--- config.mk ---
export PLATFORM = sky130hd
export DESIGN_NAME = spi_master_seq
export DESIGN_NICKNAME = d
export VERILOG_FILES = /design/src/rtl/spi_master_seq.sv
export SDC_FILE = /design/constraint.sdc
export NUM_CORES = 1
export LEC_CHECK = 0
export CAP_MARGIN = 10
export CORE_ASPECT_RATIO = 0.75
export CORE_UTILIZATION = 53
export CTS_BUF_LIST = sky130_fd_sc_hd__clkbuf_4 sky130_fd_sc_hd__clkbuf_8 sky130_fd_sc_hd__clkbuf_16
export DETAILED_ROUTE_END_ITERATION = 12
export GPL_TIMING_DRIVEN = 1
export PLACE_DENSITY = 0.76
export SETUP_SLACK_MARGIN = 0.3
export SLEW_MARGIN = 20
export SYNTH_ARGS = -nofsm -noshare
export SYNTH_HDL_FRONTEND = slang
export SYNTH_SLANG_ARGS = --single-unit
export TNS_END_PERCENT = 5
--- constraint.sdc ---
create_clock -name clk -period 2.8 [get_ports clk]
set_clock_uncertainty 0.05 [all_clocks]
set_input_delay 0.42 -clock clk [delete_from_list [all_inputs] [get_ports clk]]
set_output_delay 0.42 -clock clk [all_outputs]
set_load 0.02 [all_outputs]
--- src/rtl/spi_master_seq.sv ---
`default_nettype none
// ============================================================================
// Module      : spi_master_seq
// Description : Command-FIFO driven SPI master; 18-bit frames (7b header +
//               11b payload), LSB first, read data returned on a strobe.
// Revision    : 1.0 - initial release
// ============================================================================
module spi_master_seq #(
    parameter int CLK_DIV    = 4,
    parameter int FIFO_DEPTH = 4,
    parameter int RD_OFS     = 2,
    parameter int CS_GAP     = 2,
    parameter int BURST      = 1
) (
    input  logic       clk,
    input  logic       rst,
    input  logic       cmd_valid,
    output logic       cmd_ready,
    input  logic       cmd_write,
    input  logic [4:0] cmd_addr,
    input  logic [7:0] cmd_wdata,
    output logic       rsp_valid,
    output logic [4:0] rsp_addr,
    output logic [7:0] rsp_rdata,
    output logic       busy,
    output logic       spi_sclk,
    output logic       spi_cs,
    output logic       spi_mosi,
    input  logic       spi_miso
);

    localparam int DIV_W = (CLK_DIV > 1) ? $clog2(CLK_DIV) : 1;
    localparam int PTR_W = (FIFO_DEPTH > 1) ? $clog2(FIFO_DEPTH) : 1;
    localparam int CNT_W = PTR_W + 1;
    localparam int GAP_W = 8;

    localparam logic [4:0] c_LAST_BIT = 5'd17;
    localparam logic [4:0] c_RD_FIRST = 5'(7 + RD_OFS);
    localparam logic [4:0] c_RD_LAST  = 5'(14 + RD_OFS);

    typedef enum logic [2:0] {
        S_IDLE  = 3'd0,
        S_SETUP = 3'd1,
        S_SHIFT = 3'd2,
        S_HOLD  = 3'd3,
        S_GAP   = 3'd4
    } t_state;

    t_state             r_state;
    logic [DIV_W-1:0]   r_div;
    logic [4:0]         r_bitcnt;
    logic [GAP_W-1:0]   r_gapcnt;
    logic [17:0]        r_frame;
    logic               r_is_rd;
    logic [4:0]         r_cur_addr;
    logic [7:0]         r_rxsh;
    logic               r_sclk;
    logic               r_cs;
    logic               r_mosi;
    logic               r_rsp_valid;
    logic [4:0]         r_rsp_addr;
    logic [7:0]         r_rsp_rdata;

    // Command FIFO entry: {write, addr[4:0], wdata[7:0]}
    logic [13:0]        r_mem [FIFO_DEPTH];
    logic [PTR_W-1:0]   r_wptr;
    logic [PTR_W-1:0]   r_rptr;
    logic [CNT_W-1:0]   r_count;

    logic               w_full;
    logic               w_empty;
    logic               w_push;
    logic               w_pop;
    logic               w_tick;
    logic               w_frame_end;
    logic [13:0]        w_head;
    logic [17:0]        w_head_frame;

    assign w_full       = (r_count == CNT_W'(FIFO_DEPTH));
    assign w_empty      = (r_count == '0);
    assign w_push       = cmd_valid && !w_full;
    assign w_head       = r_mem[r_rptr];
    assign w_head_frame = {3'b000, (w_head[13] ? w_head[7:0] : 8'h00),
                           1'b0, w_head[12:8], w_head[13]};

    assign w_tick      = (r_state != S_IDLE) && (r_div == DIV_W'(CLK_DIV - 1));
    assign w_frame_end = (r_state == S_SHIFT) && w_tick && r_sclk
                         && (r_bitcnt == c_LAST_BIT);
    assign w_pop       = !w_empty && ((r_state == S_IDLE)
                         || ((BURST != 0) && w_frame_end));

    assign cmd_ready = !w_full;
    assign busy      = (r_state != S_IDLE) || !w_empty;
    assign spi_sclk  = r_sclk;
    assign spi_cs    = r_cs;
    assign spi_mosi  = r_mosi;
    assign rsp_valid = r_rsp_valid;
    assign rsp_addr  = r_rsp_addr;
    assign rsp_rdata = r_rsp_rdata;

    always_ff @(posedge clk) begin
        if (w_push) begin
            r_mem[r_wptr] <= {cmd_write, cmd_addr, cmd_wdata};
        end
    end

    always_ff @(posedge clk or posedge rst) begin
        if (rst) begin
            r_wptr  <= '0;
            r_rptr  <= '0;
            r_count <= '0;
        end else begin
            if (w_push) begin
                r_wptr <= r_wptr + PTR_W'(1);
            end
            if (w_pop) begin
                r_rptr <= r_rptr + PTR_W'(1);
            end
            case ({w_push, w_pop})
                2'b10:   r_count <= r_count + CNT_W'(1);
                2'b01:   r_count <= r_count - CNT_W'(1);
                default: r_count <= r_count;
            endcase
        end
    end

    always_ff @(posedge clk or posedge rst) begin
        if (rst) begin
            r_div <= '0;
        end else if (r_state == S_IDLE || w_tick) begin
            r_div <= '0;
        end else begin
            r_div <= r_div + DIV_W'(1);
        end
    end

    always_ff @(posedge clk or posedge rst) begin
        if (rst) begin
            r_state     <= S_IDLE;
            r_bitcnt    <= '0;
            r_gapcnt    <= '0;
            r_frame     <= '0;
            r_is_rd     <= 1'b0;
            r_cur_addr  <= '0;
            r_rxsh      <= '0;
            r_sclk      <= 1'b0;
            r_cs        <= 1'b1;
            r_mosi      <= 1'b0;
            r_rsp_valid <= 1'b0;
            r_rsp_addr  <= '0;
            r_rsp_rdata <= '0;
        end else begin
            r_rsp_valid <= 1'b0;
            case (r_state)
                S_IDLE: begin
                    if (!w_empty) begin
                        r_frame    <= w_head_frame;
                        r_is_rd    <= !w_head[13];
                        r_cur_addr <= w_head[12:8];
                        r_mosi     <= w_head_frame[0];
                        r_bitcnt   <= '0;
                        r_sclk     <= 1'b0;
                        r_cs       <= 1'b0;
                        r_state    <= S_SETUP;
                    end
                end
                S_SETUP: begin
                    if (w_tick) begin
                        r_state <= S_SHIFT;
                    end
                end
                S_SHIFT: begin
                    if (w_tick && !r_sclk) begin
                        r_sclk <= 1'b1;
                        if (r_is_rd && r_bitcnt >= c_RD_FIRST && r_bitcnt <= c_RD_LAST) begin
                            r_rxsh <= {spi_miso, r_rxsh[7:1]};
                        end
                    end else if (w_tick) begin
                        r_sclk <= 1'b0;
                        if (r_bitcnt == c_LAST_BIT) begin
                            if (r_is_rd) begin
                                r_rsp_valid <= 1'b1;
                                r_rsp_addr  <= r_cur_addr;
                                r_rsp_rdata <= r_rxsh;
                            end
                            // Burst: the next frame's first bit occupies the
                            // half-period that would otherwise be HOLD.
                            if (w_pop) begin
                                r_frame    <= w_head_frame;
                                r_is_rd    <= !w_head[13];
                                r_cur_addr <= w_head[12:8];
                                r_mosi     <= w_head_frame[0];
                                r_bitcnt   <= '0;
                            end else begin
                                r_state <= S_HOLD;
                            end
                        end else begin
                            r_bitcnt <= r_bitcnt + 5'd1;
                            r_mosi   <= r_frame[r_bitcnt + 5'd1];
                        end
                    end
                end
                S_HOLD: begin
                    if (w_tick) begin
                        r_cs     <= 1'b1;
                        r_mosi   <= 1'b0;
                        r_gapcnt <= '0;
                        r_state  <= (CS_GAP == 0) ? S_IDLE : S_GAP;
                    end
                end
                S_GAP: begin
                    if (w_tick) begin
                        if (r_gapcnt == GAP_W'(CS_GAP - 1)) begin
                            r_state <= S_IDLE;
                        end else begin
                            r_gapcnt <= r_gapcnt + GAP_W'(1);
                        end
                    end
                end
                default: r_state <= S_IDLE;
            endcase
        end
    end

endmodule
`default_nettype wire
==> results of run 1 <==
## repair_timing
item / 4_1_cts / 5_1_grt
resized for setup: 1 / 1
pin swaps: 0 / 2
gates cloned: 0 / 0
setup buffers: 0 / 3
setup endpoints to repair: 2 / 3
## area by class of cell
class / count / share of cell area [%]
Inverter: 17 / 0.986
Multi-Input combinational cell: 208 / 28.1
Sequential cell: 121 / 51.2
Clock buffer: 19 / 6.80
Tap cell: 132 / 2.55
Clock inverter: 13 / 2.63
Timing Repair Buffer: 55 / 7.81
## critical path, cell delays in order (launching register included)
cell	delay, ps
dfrtp_1	380
inv_2	90
ha_4	140
and4bb_4	280
nand3_4	100
a2111oi_4	450
ha_4	190
fa_1	410
mux2_2	270
## final timing paths
path                             start            to  slack [ps]
max in group asynchronous          rst    r_frame[9]        1640
max                        r_bitcnt[1]    r_count[1]         310
min                                rst  rsp_rdata[7]         360
max reg2reg                r_bitcnt[1]    r_count[1]         310
min in group clk              r_div[0]      r_div[0]         390
min reg2reg                   r_div[0]      r_div[0]         390
## power breakdown
part           internal [mW]  switching [mW]
logic                  0.779           0.850
clock network           1.43           0.806
registers               2.26           0.262
## layer usage
metal | GRT usage (%) | vias up
li1 | - | 1476
met1 | 29.5 | 1570
met2 | 34.6 | 59
met3 | 6.51 | 16
met4 | 9.09 | 0
met5 | 0 | -
## logic make-up after synthesis
kind of cell,after synthesis
AOI/OAI and AO/OA,52
xor gates and xnor gates,12
adders and majority gates,12
buffers and inverters,32
DFF,121
muxes,45
and+or+nand+nor,87
## sequential cells by signal, summed over array words and instances (netlist names), 2 cells and up
name        cells
r_mem          56
r_frame        10
r_gapcnt        8
r_rxsh          8
rsp_rdata       8
r_bitcnt        5
rsp_addr        5
r_cur_addr      4
r_count         3
r_state         3
r_div           2
r_rptr          2
r_wptr          2
## Yosys cell counts, types with 5 or more instances
| cell | number | area [um^2] |
|---|---|---|
| nand2_1 | 15 | 56.3 |
| nand3_1 | 17 | 85.1 |
| and3_1 | 7 | 43.8 |
| clkbuf_1 | 7 | 26.3 |
| nor2_1 | 14 | 52.6 |
| edfxtp_1 | 56 | 1680 |
| inv_1 | 17 | 63.8 |
| xor2_1 | 8 | 70.1 |
| dfrtp_1 | 64 | 1600 |
| nor3_1 | 5 | 25.0 |
| o21ai_0 | 23 | 115 |
| ha_1 | 11 | 138 |
| mux2_2 | 27 | 304 |
| mux4_2 | 16 | 360 |
| o21ai_1 | 5 | 25.0 |
==> results.yml, run 1 <==
pwr:
  p_per_area_mw_per_mm2: 986
  leakagePower_nw: 2.56
  ir_worst_vdd_v: 0.000605
  total_power_mw: 6.38
clock_tree:
  cts_tree: "yes"
  cts_buffers: 17
  clk_pin_slew_ps: 60
  cts_sinks: 121
  insertion_delay_ps: 420
  hold_buffers: 0
  cts-root-buf: "clkbuf_16"
  cts_max_level: 4
  clk_path_buf_depth: 2
run_status:
  status: "complete, no violations"
place:
  place_area_mm2: 0.00584
  place_ws_ps: 318
  port_buffers: 36
  place_inst: 530
  place_congestion: 0.817
  hpwlAfterDp_um: 6280
final_layout:
  final_cell_mix: "dfrtp_1, edfxtp_1, clkdlybuf4s50_1, mux2_2, o21ai_0"
  fin_area_mm2: 0.00647
  seqCellArea_mm2: 0.00331
  area_growth_pct: 23.3
  drive_gt1_share_pct: 25.2
  diodes: 0
  fillers: 660
  utilization_pct: 67.0
  layout_commonest_cell: "dfrtp_1"
  instances_no_fill: 565
  nets: 450
  multi_input_area_mm2: 0.00182
synth:
  synth_edf_count: 56
  synthCells: 361
  yosys_most_used_dff: "dfrtp_1"
  syn_avg_cell_area_um2: 14.5
  synth_compound_area_share_pct: 6.53
  yosys.area_share.adder_pct: 3.00
  synth.yosys.warnings: 0
  synth-seq-cells: 121
  syn-cell-area_mm2: 0.00525
  yosysUniqueCellTypes: 53
  synth_top_family_by_area: "multiplexers"
  syn_nets: 391
  synthSimpleGateAreaFrac_pct: 9.55
  synthXorXnorAreaFrac_pct: 2.00
  ys_async_sr_fraction_pct: 53.7
  synth_seq_area_share_pct: 63.0
  synthMuxAreaShare_pct: 13.0
sta:
  slew_viol_final: 0
  maxSlewHeadroom_pct: 53.7
  rsz0062_at_grt: "yes"
  holdWs_ps: 362
  tns_ps: 0
  tightestPinTransition_ps: 685
  fin_ws_ps: 314
  setup_viol: 0
  finalCritPeriodShare_pct: 88.8
  fmaxAchievable_mhz: 402
  report.final.hold_viol_count: 0
  period_minus_slack_ps: 2490
job:
  drv_cap: 0
routing:
  drt_iter0_markers: 209
  wl_met3_um: 407
  ant_nets: 0
  dr_wl_met2_um: 4790
  num_vias: 3121
  route.detailed.drc: 0
  wl_per_cell_um: 17.6
  dr.pass1.iters: 4
  top_layer_used: "met4"
  viasPerCell: 5.52
  wl_met1_um: 4560
  wirelength_um: 9930
global_route:
  grt_pass1_wl_um: 16200
  first_global_vias: 3153
  grt_overflow: 0
  grt_max_degree: 32
  track_usage_pct: 22.2
  antenna_found_initial: 0
floorplanning:
  fp.dieW_um: 117
  die_h_um: 88.2
  rows: 31
  io_pins: 37
  fp.coreArea_mm2: 0.00966
  initial_utilization_pct: 54.4
  die_area_mm2: 0.0103
setup_path:
  worstPathArrival_ps: 2730
  worst-r2r-cell-count: 8
  crit_path_start_kind: "register"
  cp.required_ps: 3040
  criticalPathCategory: "reg2reg"
  cp-end-kind: "register"
  cp_max_fo: 4
min_path:
  hp-class: "in2async"
Power figures use the tool's default switching activity.
==> run 2, diff against run 1 <==
SLEW_MARGIN = unset   (was 20)
==> results of run 2 <==
Final layout, timing and power as in run 1 (identical DEF).
==> run 3, diff against run 2 <==
CAP_MARGIN = 20   (was 10)
==> results of run 3 <==
Final layout, timing and power as in run 1 (identical DEF).
==> variant 1: new RTL, flow settings as in run 2 <==
Re-encode `t_state` (5 states) as one-hot, 5 bits wide.
--- a/src/rtl/spi_master_seq.sv
+++ b/src/rtl/spi_master_seq.sv
@@ -38,12 +38,12 @@
     localparam logic [4:0] c_RD_FIRST = 5'(7 + RD_OFS);
     localparam logic [4:0] c_RD_LAST  = 5'(14 + RD_OFS);
 
-    typedef enum logic [2:0] {
-        S_IDLE  = 3'd0,
-        S_SETUP = 3'd1,
-        S_SHIFT = 3'd2,
-        S_HOLD  = 3'd3,
-        S_GAP   = 3'd4
+    typedef enum logic [4:0] {
+        S_IDLE  = 5'b00001,
+        S_SETUP = 5'b00010,
+        S_SHIFT = 5'b00100,
+        S_HOLD  = 5'b01000,
+        S_GAP   = 5'b10000
     } t_state;
 
     t_state             r_state;
Function: no difference found for any inputs over 10 cycles, from zero or initial values and one cycle with rst high; not proved beyond that.
==> variant 1 against run 2 <==
Cell area rose by 3.2%. First-iteration DRC count rose by 0.48%. Area after synthesis rose by 3.4%. Final cell count rose by 4.8%. Total power rose by 4.6%. Combinational power rose by 15%. Sequential cell count rose by 2. Worst setup slack improved by 0.10 ns. Routed wire length fell by 0.73%. Largest cell class unchanged.
==> variant 1: results (changes against run 2) <==
detailed_routing:
  drt-pass1-iter-count: 4  # unchanged
  num_vias: 3260  # was 3121
  drt_iter0_drc: 210  # was 209
  antenna_left: 0  # unchanged
  wirelength_mm: 9.861  # was 9.934 mm
grt:
  grt_max_degree: 34  # was 32
  grt_usage: 0.2085  # was 0.2221
  grt_pass1_vias: 3239  # was 3153
  grt_pass1_wl_mm: 16.26  # was 16.16 mm
placed_design:
  dpl.hpwl_mm: 6.423  # was 6.282 mm
  numPortBuffers: 36  # unchanged
  globalplace.congestion: 0.8903  # was 0.8172
  pre_cts_ws_ns: 0.1277  # was 0.3180 ns
synthesis:
  synth_mux_area_frac: 0.1251  # was 0.1303
  async_reset_ff_frac: 0.5447  # was 0.5372
  synth.distinct_cells: 59  # was 53
  synth-compound-area-share: 0.05828  # was 0.06528
  synth.top_cells.by_count: "65 x dfrtp_1, 56 x edfxtp_1, 41 x nand2_1"  # was 64 x dfrtp_1, 56 x edfxtp_1, 27 x mux2_2
  synth_area_leaders: "edfxtp_1 31%, dfrtp_1 30%, mux4_2 6.2%"  # was edfxtp_1 32%, dfrtp_1 30%, mux4_2 6.9%
  seq_area_frac_synth: 0.6188  # was 0.6302
  synth_fa_ha_area_frac: 0.02903  # was 0.03002
  synth_xor_area_frac: 0.02741  # was 0.02001
  synth_fp_nets: 423  # was 391
power:
  power.leakage_nw: 2.659  # was 2.558 nW
  peakVddDrop_uv: 668.4  # was 604.5 uV
critical_path:
  cp_data_arrival_time_ns: 2.62  # was 2.73 ns
  start_kind: "register"  # unchanged
  r2r_setup_slack_ns: 0.42  # was 0.31 ns
  reg2reg_to: "r_count[1]$_DFFE_PP0P_"  # unchanged
  cp_slowest_cell: "dfrtp_2"  # was a2111oi_4
  cp_max_fo: 3  # was 4
  reg2reg_depth: 9  # was 8
  cp_slowest_stage_delay_ns: 0.42  # was 0.45 ns
layout:
  drive_above_1_share: 0.2370  # was 0.2517
  nNetsFinal: 477  # was 450
outcome:
  status: "complete, no violations"  # unchanged
timing:
  worstMarginPinSlew_ns: 0.5981  # was 0.6847 ns
[variant 1: through the flow]
stage               cell area (sq um)  hold slack (ns)  total power (W)  std cells  utilization
floorplan                        5433           0.3609         0.003905        393            -
global placement                 5998           0.3845         0.004355        559       0.6112
detailed placement               5998           0.3851         0.004431        559       0.6112
CTS                              6634           0.2831         0.006707        591       0.6760
global route                     6680           0.3436         0.007061        592       0.6807
finish                           6680           0.2851         0.006675        592       0.6807
[variant 1: timing repair]
| item | in CTS | in global routing |
|---|---|---|
| pin swaps | 0 | 2 |
| gates resized for setup | 4 | 9 |
| buffers inserted | 0 | 1 |
| endpoints found under the setup margin | 4 | 3 |
[variant 1: layer usage]
metal	GRT usage	wire [um]	vias up
li1	-	-	1550
met1	0.2547	4553	1638
met2	0.3525	4804	68
met3	0.06944	457	4
met4	0.07940	46	0
met5	0	0	-
[variant 1: how the worst max path moves through the flow]
stage	end	slack [ns]
CTS	r_count[1]$_DFFE_PP0P_	0.26
detailed placement	r_count[1]$_DFFE_PP0P_	0.13
finish	r_count[1]$_DFFE_PP0P_	0.42
floorplan	r_count[2]$_DFFE_PP0P_	0.27
global placement	r_count[1]$_DFFE_PP0P_	0.33
global route	r_count[1]$_DFFE_PP0P_	0.31
[variant 1: cells by family after synthesis]
family / count (synthesis)
flip-flops: 123
AND/OR/NAND/NOR: 118
AO/OA/AOI/OAI: 48
multiplexers: 46
buffers and inverters: 29
XOR/XNOR: 17
adder cells (fa/ha/maj): 12
[variant 1: power breakdown]
part           switching, W  total [W]  leakage (nW)  internal [W]
combinational      0.000992    0.00188         0.969      0.000889
clock              0.000827    0.00224         0.292       0.00141
sequential         0.000257    0.00255          1.40       0.00229
[variant 1: worst max-delay path: cells and delay by family, from the launching register on]
family	cells	cell delay, ns
compound gates	1	0.21
buf+inv	2	0.17
mux	1	0.27
flops	1	0.42
simple gates	2	0.40
fa+ha+maj	3	0.75
[variant 1: layout make-up]
type                       count  area, sq um
clock buffer                  17        425.4
multi-input combinational    241         2008
clock inverter                15        190.2
sequential                   123         3362
fill                         685         3133
tap                          132        165.2
timing repair buffer          50        476.7
inverter                      14        52.55
==> variant 2: new RTL, settings of run 2 <==
Made on the original files. `CLK_DIV`: 4 -> 8.
--- a/src/rtl/spi_master_seq.sv
+++ b/src/rtl/spi_master_seq.sv
@@ -6,7 +6,7 @@
 // Revision    : 1.0 - initial release
 // ============================================================================
 module spi_master_seq #(
-    parameter int CLK_DIV    = 4,
+    parameter int CLK_DIV    = 8,
     parameter int FIFO_DEPTH = 4,
     parameter int RD_OFS     = 2,
     parameter int CS_GAP     = 2,
Behaviour: no difference found for any inputs over 10 cycles, from zero or initial values and one cycle with rst high; that may be too few to reach the edited logic, so the function may still have changed.
==> variant 2 against run 2 <==
Fmax up 3.3%. Cell area up 0.93%. Sequential cell count up 1. Total power down 4.1%. Highest routed layer unchanged. Worst setup slack better by 0.079 ns. Routed wire length up 0.23%. Synthesized cell count up 3.3%. Die area up 1.7%. Area after synthesis up 1.7%.
==> variant 2: results (changes against run 2) <==
outcome:
  status: "complete, no violations"  # unchanged
power:
  power.leakage_nw: 2.684  # was 2.558 nW
  switching_share: 0.2946  # was 0.3005
  p_comb_w: 0.00156  # was 0.00163 W
  peakVddDrop_uv: 556.5  # was 604.5 uV
  p_clk_w: 0.00208  # was 0.00223 W
detailed_routing:
  wl_met3_um: 400  # was 407 um
  drt_iter0_drc: 193  # was 209
  drt-pass1-iter-count: 4  # unchanged
  wl_met1_mm: 4.511  # was 4.563 mm
  wirelength_mm: 9.957  # was 9.934 mm
  avgViaCountPerCell: 5.545  # was 5.524
  wl_met2_mm: 4.853  # was 4.785 mm
critical_path:
  r2r_start: "r_bitcnt[1]$_DFFE_PP0P_"  # unchanged
  cp_max_fo: 5  # was 4
  cp_slowest_cell: "dfrtp_1"  # was a2111oi_4
  endpoint: "r_count[2]$_DFFE_PP0P_"  # was r_count[1]$_DFFE_PP0P_
  r2r_setup_slack_ns: 0.39  # was 0.31 ns
  cp_data_arrival_time_ns: 2.69  # was 2.73 ns
  cp_slowest_stage_delay_ns: 0.39  # was 0.45 ns
placed_design:
  pre_cts_ws_ns: 0.2038  # was 0.3180 ns
  numPlacedInstances: 538  # was 530
  dpl.hpwl_mm: 6.172  # was 6.282 mm
  dpl_cell_area_sq_um: 5879  # was 5836 sq um
  globalplace.congestion: 0.8629  # was 0.8172
synthesis:
  synth.distinct_cells: 55  # was 53
  seq_area_frac_synth: 0.6243  # was 0.6302
  syn_avg_cell_area_sq_um: 14.32  # was 14.55 sq um
  yosys_warnings: 0  # unchanged
  synth_fp_nets: 404  # was 391
  synth_area_leaders: "edfxtp_1 31%, dfrtp_1 30%, mux4_2 6.7%"  # was edfxtp_1 32%, dfrtp_1 30%, mux4_2 6.9%
  synth.top_cells.by_count: "65 x dfrtp_1, 56 x edfxtp_1, 35 x nand2_1"  # was 64 x dfrtp_1, 56 x edfxtp_1, 27 x mux2_2
  async_reset_ff_frac: 0.5410  # was 0.5372
grt:
  grt_usage: 0.2086  # was 0.2221
  grt_use_met1: 0.2723  # was 0.2954
  grt_max_degree: 40  # was 32
  use_met2: 0.3289  # was 0.3464
  grt_pass1_vias: 3091  # was 3153
  antenna_found_initial: 0  # unchanged
  grt_pass1_wl_mm: 15.96  # was 16.16 mm
  grtUsageMet3: 0.04974  # was 0.06505
timing:
  maxSlewHeadroom: 0.4863  # was 0.5371
  holdWs_ns: 0.3673  # was 0.3622 ns
  period_share: 0.8595  # was 0.8878
layout:
  stdcell_count: 576  # was 565
  nNetsFinal: 462  # was 450
  drive_above_1_share: 0.2545  # was 0.2517
  n_fill_cell: 684  # was 660
  fin_util: 0.6710  # was 0.6702
==> variant 2: what timing repair did <==
item / 4_1_cts / 5_1_grt
buffers inserted: 0 / 6
pin swaps: 0 / 4
setup endpoints to repair: 2 / 16
hold buffers: 0 / 0
resized for setup: 4 / 9
==> variant 2: area by class of cell <==
cell class | count | share of cell area
clock inverter | 13 | 0.01934
tap | 132 | 0.02528
clock buffer | 19 | 0.06742
sequential | 122 | 0.5104
inverter | 14 | 0.008044
multi-input combinational | 220 | 0.2896
timing repair buffer | 56 | 0.07987
==> variant 2: logic make-up (layout without fill, tap and decap cells) <==
| group | Yosys count | in the layout | synth area share |
|---|---|---|---|
| simple gates | 95 | 95 | 0.09183 |
| xor+xnor | 10 | 10 | 0.01640 |
| mux | 49 | 49 | 0.1424 |
| compound gates | 53 | 53 | 0.06372 |
| fa+ha+maj | 13 | 13 | 0.03186 |
| buf+inv | 31 | 102 | 0.02951 |
| flops | 122 | 122 | 0.6243 |
